## src/rtl/tmr_event_counter.sv

```systemverilog
// Triplicated event counter: three copies are majority-voted every cycle and all
// reloaded from the vote, which scrubs single-copy upsets. Includes a snapshot-and-clear read port.
module tmr_event_counter #(
  parameter int WIDTH = 8,
  parameter int ERRW  = 4
) (
  input  logic             clk,
  input  logic             rst,
  input  logic             inc,
  input  logic             clr,
  input  logic [2:0]       inj,
  output logic [WIDTH-1:0] cnt,
  output logic             sat,
  input  logic             rd_req,
  output logic             rd_valid,
  input  logic             rd_ack,
  output logic [WIDTH-1:0] rd_data,
  output logic             seu_err,
  output logic [ERRW-1:0]  err_cnt
);

  localparam logic [WIDTH-1:0] CNT_MAX = {WIDTH{1'b1}};
  localparam logic [WIDTH-1:0] CNT_ONE = {{(WIDTH-1){1'b0}}, 1'b1};
  localparam logic [ERRW-1:0]  ERR_MAX = {ERRW{1'b1}};
  localparam logic [ERRW-1:0]  ERR_ONE = {{(ERRW-1){1'b0}}, 1'b1};

  logic [WIDTH-1:0] cnt_a_q, cnt_b_q, cnt_c_q;
  logic [WIDTH-1:0] cnt_a_d, cnt_b_d, cnt_c_d;
  logic [WIDTH-1:0] rd_data_q, rd_data_d;
  logic             rd_valid_q, rd_valid_d;
  logic             seu_err_q, seu_err_d;
  logic [ERRW-1:0]  err_cnt_q, err_cnt_d;

  logic [WIDTH-1:0] voted;
  logic [WIDTH-1:0] next_cnt;
  logic             mismatch;
  logic             rd_accept;

  function automatic logic [WIDTH-1:0] vote3(input logic [WIDTH-1:0] a,
                                             input logic [WIDTH-1:0] b,
                                             input logic [WIDTH-1:0] c);
    return (a & b) | (a & c) | (b & c);
  endfunction

  // Counting holds at all-ones instead of wrapping.
  function automatic logic [WIDTH-1:0] cnt_sat_inc(input logic [WIDTH-1:0] v);
    return (v == CNT_MAX) ? v : v + CNT_ONE;
  endfunction

  function automatic logic [ERRW-1:0] err_sat_inc(input logic [ERRW-1:0] e);
    return (e == ERR_MAX) ? e : e + ERR_ONE;
  endfunction

  assign voted     = vote3(cnt_a_q, cnt_b_q, cnt_c_q);
  assign mismatch  = (cnt_a_q != voted) | (cnt_b_q != voted) | (cnt_c_q != voted);
  assign rd_accept = rd_req & ~rd_valid_q & ~clr;

  always_comb begin
    next_cnt = voted;
    if (clr) begin
      next_cnt = '0;
    end else if (rd_accept) begin
      // The event arriving alongside the snapshot belongs to the new interval.
      next_cnt = inc ? CNT_ONE : '0;
    end else if (inc) begin
      next_cnt = cnt_sat_inc(voted);
    end
  end

  always_comb begin
    cnt_a_d    = next_cnt ^ {{(WIDTH-1){1'b0}}, inj[0]};
    cnt_b_d    = next_cnt ^ {{(WIDTH-1){1'b0}}, inj[1]};
    cnt_c_d    = next_cnt ^ {{(WIDTH-1){1'b0}}, inj[2]};
    rd_valid_d = rd_valid_q;
    rd_data_d  = rd_data_q;
    if (rd_accept) begin
      rd_valid_d = 1'b1;
      rd_data_d  = voted;
    end else if (rd_valid_q && rd_ack) begin
      rd_valid_d = 1'b0;
    end
    seu_err_d = mismatch;
    err_cnt_d = seu_err_q ? err_sat_inc(err_cnt_q) : err_cnt_q;
  end

  always_ff @(posedge clk) begin
    if (rst) begin
      cnt_a_q    <= '0;
      cnt_b_q    <= '0;
      cnt_c_q    <= '0;
      rd_valid_q <= 1'b0;
      rd_data_q  <= '0;
      seu_err_q  <= 1'b0;
      err_cnt_q  <= '0;
    end else begin
      cnt_a_q    <= cnt_a_d;
      cnt_b_q    <= cnt_b_d;
      cnt_c_q    <= cnt_c_d;
      rd_valid_q <= rd_valid_d;
      rd_data_q  <= rd_data_d;
      seu_err_q  <= seu_err_d;
      err_cnt_q  <= err_cnt_d;
    end
  end

  assign cnt      = voted;
  assign sat      = (voted == CNT_MAX);
  assign rd_valid = rd_valid_q;
  assign rd_data  = rd_data_q;
  assign seu_err  = seu_err_q;
  assign err_cnt  = err_cnt_q;

endmodule
```

## config.mk

```make
export PLATFORM = sky130hd
export DESIGN_NAME = tmr_event_counter
export DESIGN_NICKNAME = d
export VERILOG_FILES = /design/src/rtl/tmr_event_counter.sv
export SDC_FILE = /design/constraint.sdc
export NUM_CORES = 1
export LEC_CHECK = 0
export CAP_MARGIN = 0
export CORE_ASPECT_RATIO = 0.6
export CORE_UTILIZATION = 43
export DETAILED_ROUTE_END_ITERATION = 8
export HOLD_SLACK_MARGIN = 0.02
export MAX_ROUTING_LAYER = met4
export PLACE_DENSITY = 0.79
export SLEW_MARGIN = 20
export SYNTH_ARGS = -nofsm -noshare
export SYNTH_HDL_FRONTEND = slang
export SYNTH_SLANG_ARGS = --single-unit
```

## constraint.sdc

```tcl
create_clock -name clk -period 1.65 [get_ports clk]
set_input_delay 0.495 -clock clk [delete_from_list [all_inputs] [get_ports clk]]
set_output_delay 0.495 -clock clk [all_outputs]
set_load 0.005 [all_outputs]
```

# [Yosys cells after proc, flatten, opt, wreduce, memory -nomap -nowiden]
# Cells that the tools add are included.
[word_totals] inputBits=9 output_inout_bits=23 reg_bits=38 wordCells=39
[op_classes] muxes=7 bitwise=15 reduce_logical=3 n_eq_ne=5 n_addsub=2
[op_table] operator="$mux W8" n=4
[op_table] operator="$and A8 B8 Y8" n=3
[op_table] operator="$ne A8 B8 Y1" n=3
[op_table] operator="$xor A8 B1 Y8" n=3
[op_table] operator="$or A8 B8 Y8" n=2
[op_table] operator="$add A8 B1 Y8 const B" n=1
[op_table] operator="$eq A8 B8 Y1 const B" n=1
[op_table] operator="$add A4 B1 Y4 const B" n=1
[op_table] operator="$eq A4 B4 Y1 const B" n=1
[op_table] operator="$mux W1" n=3
[op_table] operator="$not A1 Y1" n=3
[op_table] operator="$and A1 B1 Y1" n=2
[op_table] operator="$or A1 B1 Y1" n=2
[op_table] operator="$reduce_and A2 Y1" n=1
[op_table] operator="$reduce_bool A2 Y1" n=1
[op_table] operator="$logic_and A1 B1 Y1" n=1

# [Depth between registers and ports, before layout]
# Gate-level depths: netlist of the first run.
[logic_depth] word_depth=9 mapped_depth=8 ltp_nobuf=8

# [Worst setup path before layout of the first run]
# Ideal clock, no wire load.
[synth_path] path_kind="register -> register" start="reg cnt_c_q[0]" end="reg cnt_a_q[0]" t_required_ps=1523 t_arrival_ps=1669 period_less_slack_ps=1796 setup_time_ps=127 path_stages_with_launch=9 n_path_buf=0 path_slack_ps=-146 cell_sequence="dfxtp_1 -> o21a_1 -> a21oi_2 -> inv_4 -> ha_1 -> and3_1 -> a211o_1 -> o2111ai_1 -> nand3_1"
[synth_via] elab_chain_cells=9 word_cells_on_any_way=11 cone_classes="add/sub: 1; eq/ne: 1; mux: 4; bitwise: 5"
[synth_lines] element="start: declaration" line="27" rtl="logic [WIDTH-1:0] cnt_a_q, cnt_b_q, cnt_c_q;"
[synth_lines] element="start signal: assignment" line="98" rtl="cnt_c_q <= cnt_c_d;"
[synth_lines] element="$and A8 B8 Y8" line="42" rtl="return (a & b) | (a & c) | (b & c);"
[synth_lines] element="$or A8 B8 Y8" line="42"
[synth_lines] element="$or A8 B8 Y8 *" line="42"
[synth_lines] element="via cnt[0]" line="12" rtl="output logic [WIDTH-1:0] cnt,"
[synth_lines] element="$add A8 B1 Y8 or $eq A8 B8 Y1 (tied branches)" line="47" rtl="return (v == CNT_MAX) ? v : v + CNT_ONE;"
[synth_lines] element="$mux W8" line="47"
[synth_lines] element="$mux W8 *" line="65" rtl="end else if (inc) begin"
[synth_lines] element="$mux W8 *" line="62" rtl="end else if (rd_accept) begin"
[synth_lines] element="$mux W8 *" line="60" rtl="if (clr) begin"
[synth_lines] element="$xor A8 B1 Y8 *" line="71" rtl="cnt_a_d = next_cnt ^ {{(WIDTH-1){1'b0}}, inj[0]};"
[synth_lines] element="end signal: assignment" line="96" rtl="cnt_a_q <= cnt_a_d;"
[synth_lines] element="end: declaration" line="27"
# The timed path passes the listed nets; every way through them passes the cells marked *.
# A chain may end at the register's enable or synchronous reset.

# [Worst setup path after layout of the first run]
[layout_path] start="reg cnt_c_q[0]" end="out sat"
[layout_via] elab_chain_cells=4 word_cells_on_any_way=5 cone_classes="eq/ne: 1; bitwise: 4"
[layout_lines] element="$and A8 B8 Y8" line="42"
[layout_lines] element="$or A8 B8 Y8" line="42"
[layout_lines] element="$or A8 B8 Y8 *" line="42"
[layout_lines] element="$eq A8 B8 Y1 *" line="107" rtl="assign sat = (voted == CNT_MAX);"
[layout_lines] element="end: declaration" line="13" rtl="output logic sat,"
# Every way passes the cells marked *; elsewhere a longest branch is shown, timed or not.

==> flow_summary.toml, run 1 <==
[layout]
n_antenna_cell = 0
fill_cells = 164
utilization_pct = 75.8
drive_gt1_share_pct = 37.3
final_nets = 216
syn_to_final_growth_pct = 62.1

[synth]
synthesis.nets = 157
synth_flop_cell = "dfxtp_1"
syn_area_mm2 = 0.00120
synth_area_leaders = "dfxtp_1 40%, nand2_1 6.9%, a21oi_1 5.8%"
synth-edff-count = 0
yosysUniqueCellTypes = 36
synth_cells = 146
synth.most_common_cell = "dfxtp_1"
synth_top_area_share_pct = 39.9
async_flop_share_pct = 0
syn-mean-instance-area_um2 = 8.24
synth-seq-cells = 24
yosysTopAreaCell = "dfxtp_1"
yosys_warnings = 0
synth.top_cells.by_count = "24 x dfxtp_1, 22 x nand2_1, 14 x a21oi_1, 9 x nor2_1, 8 x nand3_1"
synth_seq_area_share_pct = 39.9

[pwr]
p_per_area_mw_per_mm2 = 690
p_leak_nw = 0.799
ir_drop_v = 0.000356

[drt]
drcViolationCount = 0
final_antenna_net_count = 0
first_iter_violations = 109
wl_per_cell_um = 16.0
drt-total-wl_um = 3780
first_pass_iters = 4
vias_per_cell = 5.78
via_count = 1364

[worst_setup_path]
r2r_cells = 9
r2r_slack_ps = -230
critPathSlowestCell = "dfxtp_2"
cpPeakStageDelay_ps = 340
rr_startpoint = "cnt_c_q[0]"
crit_start = "cnt_c_q[0]"
cp.arrival_ps = 1410
cp_max_fo = 3
critPathCaptureType = "primary output"
r2r_end = "cnt_a_q[0]"
critPathLaunchType = "register"
crit_path_cell_trace = "o21a_1 -> a21oi_4 -> inv_4 -> ha_4 -> nand3_2 -> nor2_1 -> buf_2"
required_ps = 1150
worst-setup-path-type = "reg2out"

[cts]
htree_num_levels = 1
clk_latency_ps = 270
clk_pin_slew_ps = 90
clock_sinks = 24
cts_tree = "built"
postCtsHoldBufs = 0
root_buffer = "clkbuf_8"
clockBufferDepth = 2
cts_buffers = 3

[timing]
skew_ps = 6.27
hold_viol = 0
slew_violations = 0
post-route-min-period_ps = 1900
min_period_over_period_pct = 115
setup_viol = 10
slew-limit-headroom_pct = 78.5
whs_ps = 468
timing.fmax_mhz = 525
tightest_slew_ps = 322
setup_ws_ps = -253
rsz0062_at_grt = "true"

[placement]
post-dp-hpwl_um = 2410
globalplace.congestion = 0.897
port_buffers = 31

[grt]
antenna_found_initial = 0
grt_max_degree = 15
track_usage_pct = 23.7
grt_pass1_wl_um = 5350
grt_pass1_vias = 1174
gr-total-overflow = 0

[outcome]
run_status = "finished with violations"
violations = "negative setup slack"

[min_path]
hold_path_startpoint = "rd_data[3]"
worstHoldPathType = "reg2reg"
holdPathEnd = "rd_data[3]"
min_path_cells = 2

[floorplan]
die_x_um = 70.3
start_util_pct = 46.7
core_mm2 = 0.00257
ios = 32
die-height_um = 43.0
dieArea_mm2 = 0.00302
rows = 14

[job]
maxCapViolCount = 0
worst max path at each step:
stage | end | slack (ps) | cells past startpoint
detailed placement | cnt_c_q[0] | -360 | 5
global placement | cnt_b_q[0] | -330 | 5
CTS | sat | -260 | 7
finish | sat | -250 | 7
global route | sat | -310 | 7
floorplan | cnt_a_q[0] | -50 | 8
what timing repair did:
item	4_1_cts	5_1_grt
resized for setup	33	25
setup endpoints to repair	21	22
pin swaps	8	9
cloned	0	0
setup buffers	5	6
worst max-delay path: cells and delay by family, from the launching register on:
| family | cells | cell delay [ps] |
|---|---|---|
| compound gates | 2 | 370 |
| fa+ha+maj | 1 | 160 |
| buf+inv | 2 | 180 |
| flops | 1 | 340 |
| simple gates | 2 | 100 |
state kept, by name, summed over array words and instances, names as in the netlist:
signal,cells
err_cnt,4
cnt_c_q,1
rd_valid,1
cnt_b_q,1
cnt_a_q,8
rd_data,8
seu_err,1
layer usage:
metal  part of all wire (%)  GRT usage [%]
met1                     41           29.4
met2                     49           39.0
met3                    7.6           4.99
met4                    2.4           7.60
met5                      0              -
through the flow:
step | power, mW | instance area, µm² | instances | setup TNS, ps | setup WS [ps]
2_1_floorplan | 0.737 | 1230 | 146 | -171 | -45.3
3_3_place_gp | 0.854 | 1690 | 222 | -3400 | -331
3_5_place_dp | 0.866 | 1690 | 222 | -4310 | -357
4_1_cts | 1.28 | 1810 | 231 | -1480 | -263
5_1_grt | 1.39 | 1950 | 236 | -2420 | -314
6_report | 1.35 | 1950 | 236 | -1580 | -253
power breakdown:
group	switching, mW	total, mW	leakage [nW]	internal [mW]
sequential	0.0191	0.625	0.203	0.606
combinational	0.151	0.317	0.567	0.166
clock	0.191	0.404	0.0288	0.213
cell type report:
type | instances | area [µm²] | share of cell area (%)
clock buffer | 4 | 55.1 | 2.82
inverter | 2 | 10.0 | 0.513
multi-input combinational | 109 | 756 | 38.7
sequential | 24 | 505 | 25.9
tap | 32 | 40.0 | 2.05
timing repair buffer | 65 | 584 | 30.0
cell families (layout without fill, tap and decap cells):
group	Yosys count	after routing	synth area share (%)
AOI/OAI and AO/OA	34	34	18.4
buffers and inverters	13	71	6.65
and+or+nand+nor	67	67	28.5
muxes	1	1	0.832
xor gates and xnor gates	5	5	3.64
DFF	24	24	39.9
adders and majority gates	2	2	2.08
layout by cell type (no fill, tap or decap), types with 2 or more instances in the layout:
cell,Yosys,routed
dlygate4sd2_1,0,7
buf_4,7,28
clkdlybuf4s50_1,0,20
nor2_1,9,9
nand3_1,8,6
dfxtp_2,0,17
nand2_1,22,22
and2_1,2,2
nor2b_1,4,4
buf_6,0,6
dfxtp_1,24,6
dlymetal6s2s_1,0,2
clkbuf_8,0,4
xor2_1,5,4
and3_1,3,2
or3_1,4,4
o21ai_0,6,5
a21oi_1,14,14
nand4_1,3,3
a32oi_1,3,3
nand3_2,0,2
nor3_1,6,6
o2111ai_2,0,2
Power figures use the tool's default switching activity.
==> run 2, diff against run 1 <==
--- a/config.mk
+++ b/config.mk
@@ -12,6 +12,7 @@
 export HOLD_SLACK_MARGIN = 0.02
 export MAX_ROUTING_LAYER = met4
 export PLACE_DENSITY = 0.79
+export SKIP_CTS_REPAIR_TIMING = 1
 export SLEW_MARGIN = 20
 export SYNTH_ARGS = -nofsm -noshare
 export SYNTH_HDL_FRONTEND = slang
==> run 2 against run 1 <==
Effect of this change:
- final cell count unchanged
- worst hold slack barely moved
- non-clock buffer count unchanged
- critical path depth rose by 2
- clock skew down 3.2 ps
- core utilization shrank 1.2 points
- worst setup slack lost 25 ps
- sequential cell count stayed put
- the run still ends with negative setup slack left
- via count is 1.1% lower
- count of clock-buffer cells in the layout is the same
- clock power is essentially flat
- highest routed layer unchanged
==> flow_summary.toml, run 2 (synthesis results as in run 1) <==
[outcome]
run_status = "finished with violations"
violations = "negative setup slack"

[min_path]
worstHoldPathType = "reg2reg"

[floorplan]
ios = 32
die_x_um = 70.3
core_mm2 = 0.00257
rows = 14
dieArea_mm2 = 0.00302
die-height_um = 43.0
start_util_pct = 46.7

[timing]
fin_setup_tns_ps = -1650
rsz0062_at_grt = "true"
hold_viol = 0
post-route-min-period_ps = 1930
whs_ps = 468
slew_violations = 0
min_period_over_period_pct = 117
tightest_slew_ps = 324
skew_ps = 3.09
setup_viol = 11
slew-limit-headroom_pct = 78.4
setup_ws_ps = -278
timing.fmax_mhz = 519

[layout]
n_antenna_cell = 0
final_cell_mix = "29 x buf_4, 22 x nand2_1, 21 x clkdlybuf4s50_1"
final_common_cell = "buf_4"
final_nets = 216
fin_cells = 236
drive_gt1_share_pct = 33.8
syn_to_final_growth_pct = 59.6

[worst_setup_path]
cp.arrival_ps = 2070
critPathCaptureType = "register"
required_ps = 1790
cp_max_fo = 3
critPathLaunchType = "register"
worst-setup-path-type = "reg2reg"

[grt]
gr-total-overflow = 0
grt_pass1_wl_um = 5150
grt_max_degree = 15
grt_pass1_vias = 1162
antenna_found_initial = 0
track_usage_pct = 22.7

[cts]
clock_sinks = 24
clk_pin_slew_ps = 90
cts_buffers = 3
htree_num_levels = 1
root_buffer = "clkbuf_8"
clockBufferDepth = 2
clk_latency_ps = 270
cts_tree = "built"

[placement]
dp.cells = 222
port_buffers = 31
globalplace.congestion = 0.897
post-dp-hpwl_um = 2410

[pwr]
p_per_area_mw_per_mm2 = 688
ir_drop_v = 0.000391
p_leak_nw = 0.860

[drt]
drcViolationCount = 0
final_antenna_net_count = 0
first_iter_violations = 68
wl_per_cell_um = 15.9
drt-total-wl_um = 3760
first_pass_iters = 4
via_count = 1349
vias_per_cell = 5.72

[job]
maxCapViolCount = 0
-- run 2: cell types whose count changed in the layout (fill, tap and decap cells not counted), moves of 2 or more --
cell            delta
dlygate4sd2_1      -7
dlymetal6s2s_1     +6
buf_6              -2
clkbuf_2           +2
dfxtp_1            +2
dfxtp_2            -2
o2111ai_1          +2
-- run 2: final cells by class --
type,instances,area (µm²)
Multi-Input combinational cell,109,714
Fill cell,177,654
Clock buffer,4,55.1
Timing Repair Buffer,65,598
Inverter,2,10.0
Sequential cell,24,503
Tap cell,32,40.0
-- run 2: per-stage QoR --
| step | utilization (%) | power, mW | worst slack, ps | area [µm²] |
|---|---|---|---|---|
| after floorplan | - | 0.737 | -45.3 | 1230 |
| after global placement | 65.5 | 0.854 | -331 | 1690 |
| after detailed placement | 65.5 | 0.866 | -357 | 1690 |
| after CTS | 67.7 | 1.26 | -601 | 1740 |
| after global routing | 74.6 | 1.36 | -315 | 1920 |
| final | 74.6 | 1.32 | -278 | 1920 |
-- run 2: worst max-delay path: stages, from the launching register on --
cell	delay, ps
dfxtp_2	340
o21a_1	210
a21oi_4	160
inv_4	60
ha_4	160
buf_4	130
and3_4	180
a211o_1	320
o2111ai_1	110
nand3_1	120
-- run 2: final timing paths --
| check | startpoint | endpoint | slack, ps | cells after the start |
|---|---|---|---|---|
| min | rd_data[0] | rd_data[0] | 470 | 2 |
| max reg2reg | cnt_c_q[0] | cnt_a_q[0] | -280 | 9 |
| max | cnt_c_q[0] | cnt_a_q[0] | -280 | 9 |
| min reg2reg | rd_data[0] | rd_data[0] | 470 | 2 |
-- run 2: layer usage --
metal	part of all wire, %	vias to the layer above	GRT usage, %
met4	1.1	0	6.40
met2	51	60	37.3
met5	0	-	-
met1	42	644	28.1
met3	6.2	8	5.23
li1	-	637	-
-- run 2: report_power, final --
group	switching [mW]	leakage, nW	total, mW	internal, mW
sequential	0.0205	0.202	0.626	0.606
combinational	0.138	0.629	0.295	0.156
clock	0.188	0.0288	0.401	0.213
total	0.346	0.860	1.32	0.975
==> run 3, diff against run 2 <==
--- a/config.mk
+++ b/config.mk
@@ -13,7 +13,6 @@
 export MAX_ROUTING_LAYER = met4
 export PLACE_DENSITY = 0.79
 export SKIP_CTS_REPAIR_TIMING = 1
-export SLEW_MARGIN = 20
 export SYNTH_ARGS = -nofsm -noshare
 export SYNTH_HDL_FRONTEND = slang
 export SYNTH_SLANG_ARGS = --single-unit
==> results of run 3 <==
Final layout, timing and power as in run 2 (identical DEF).
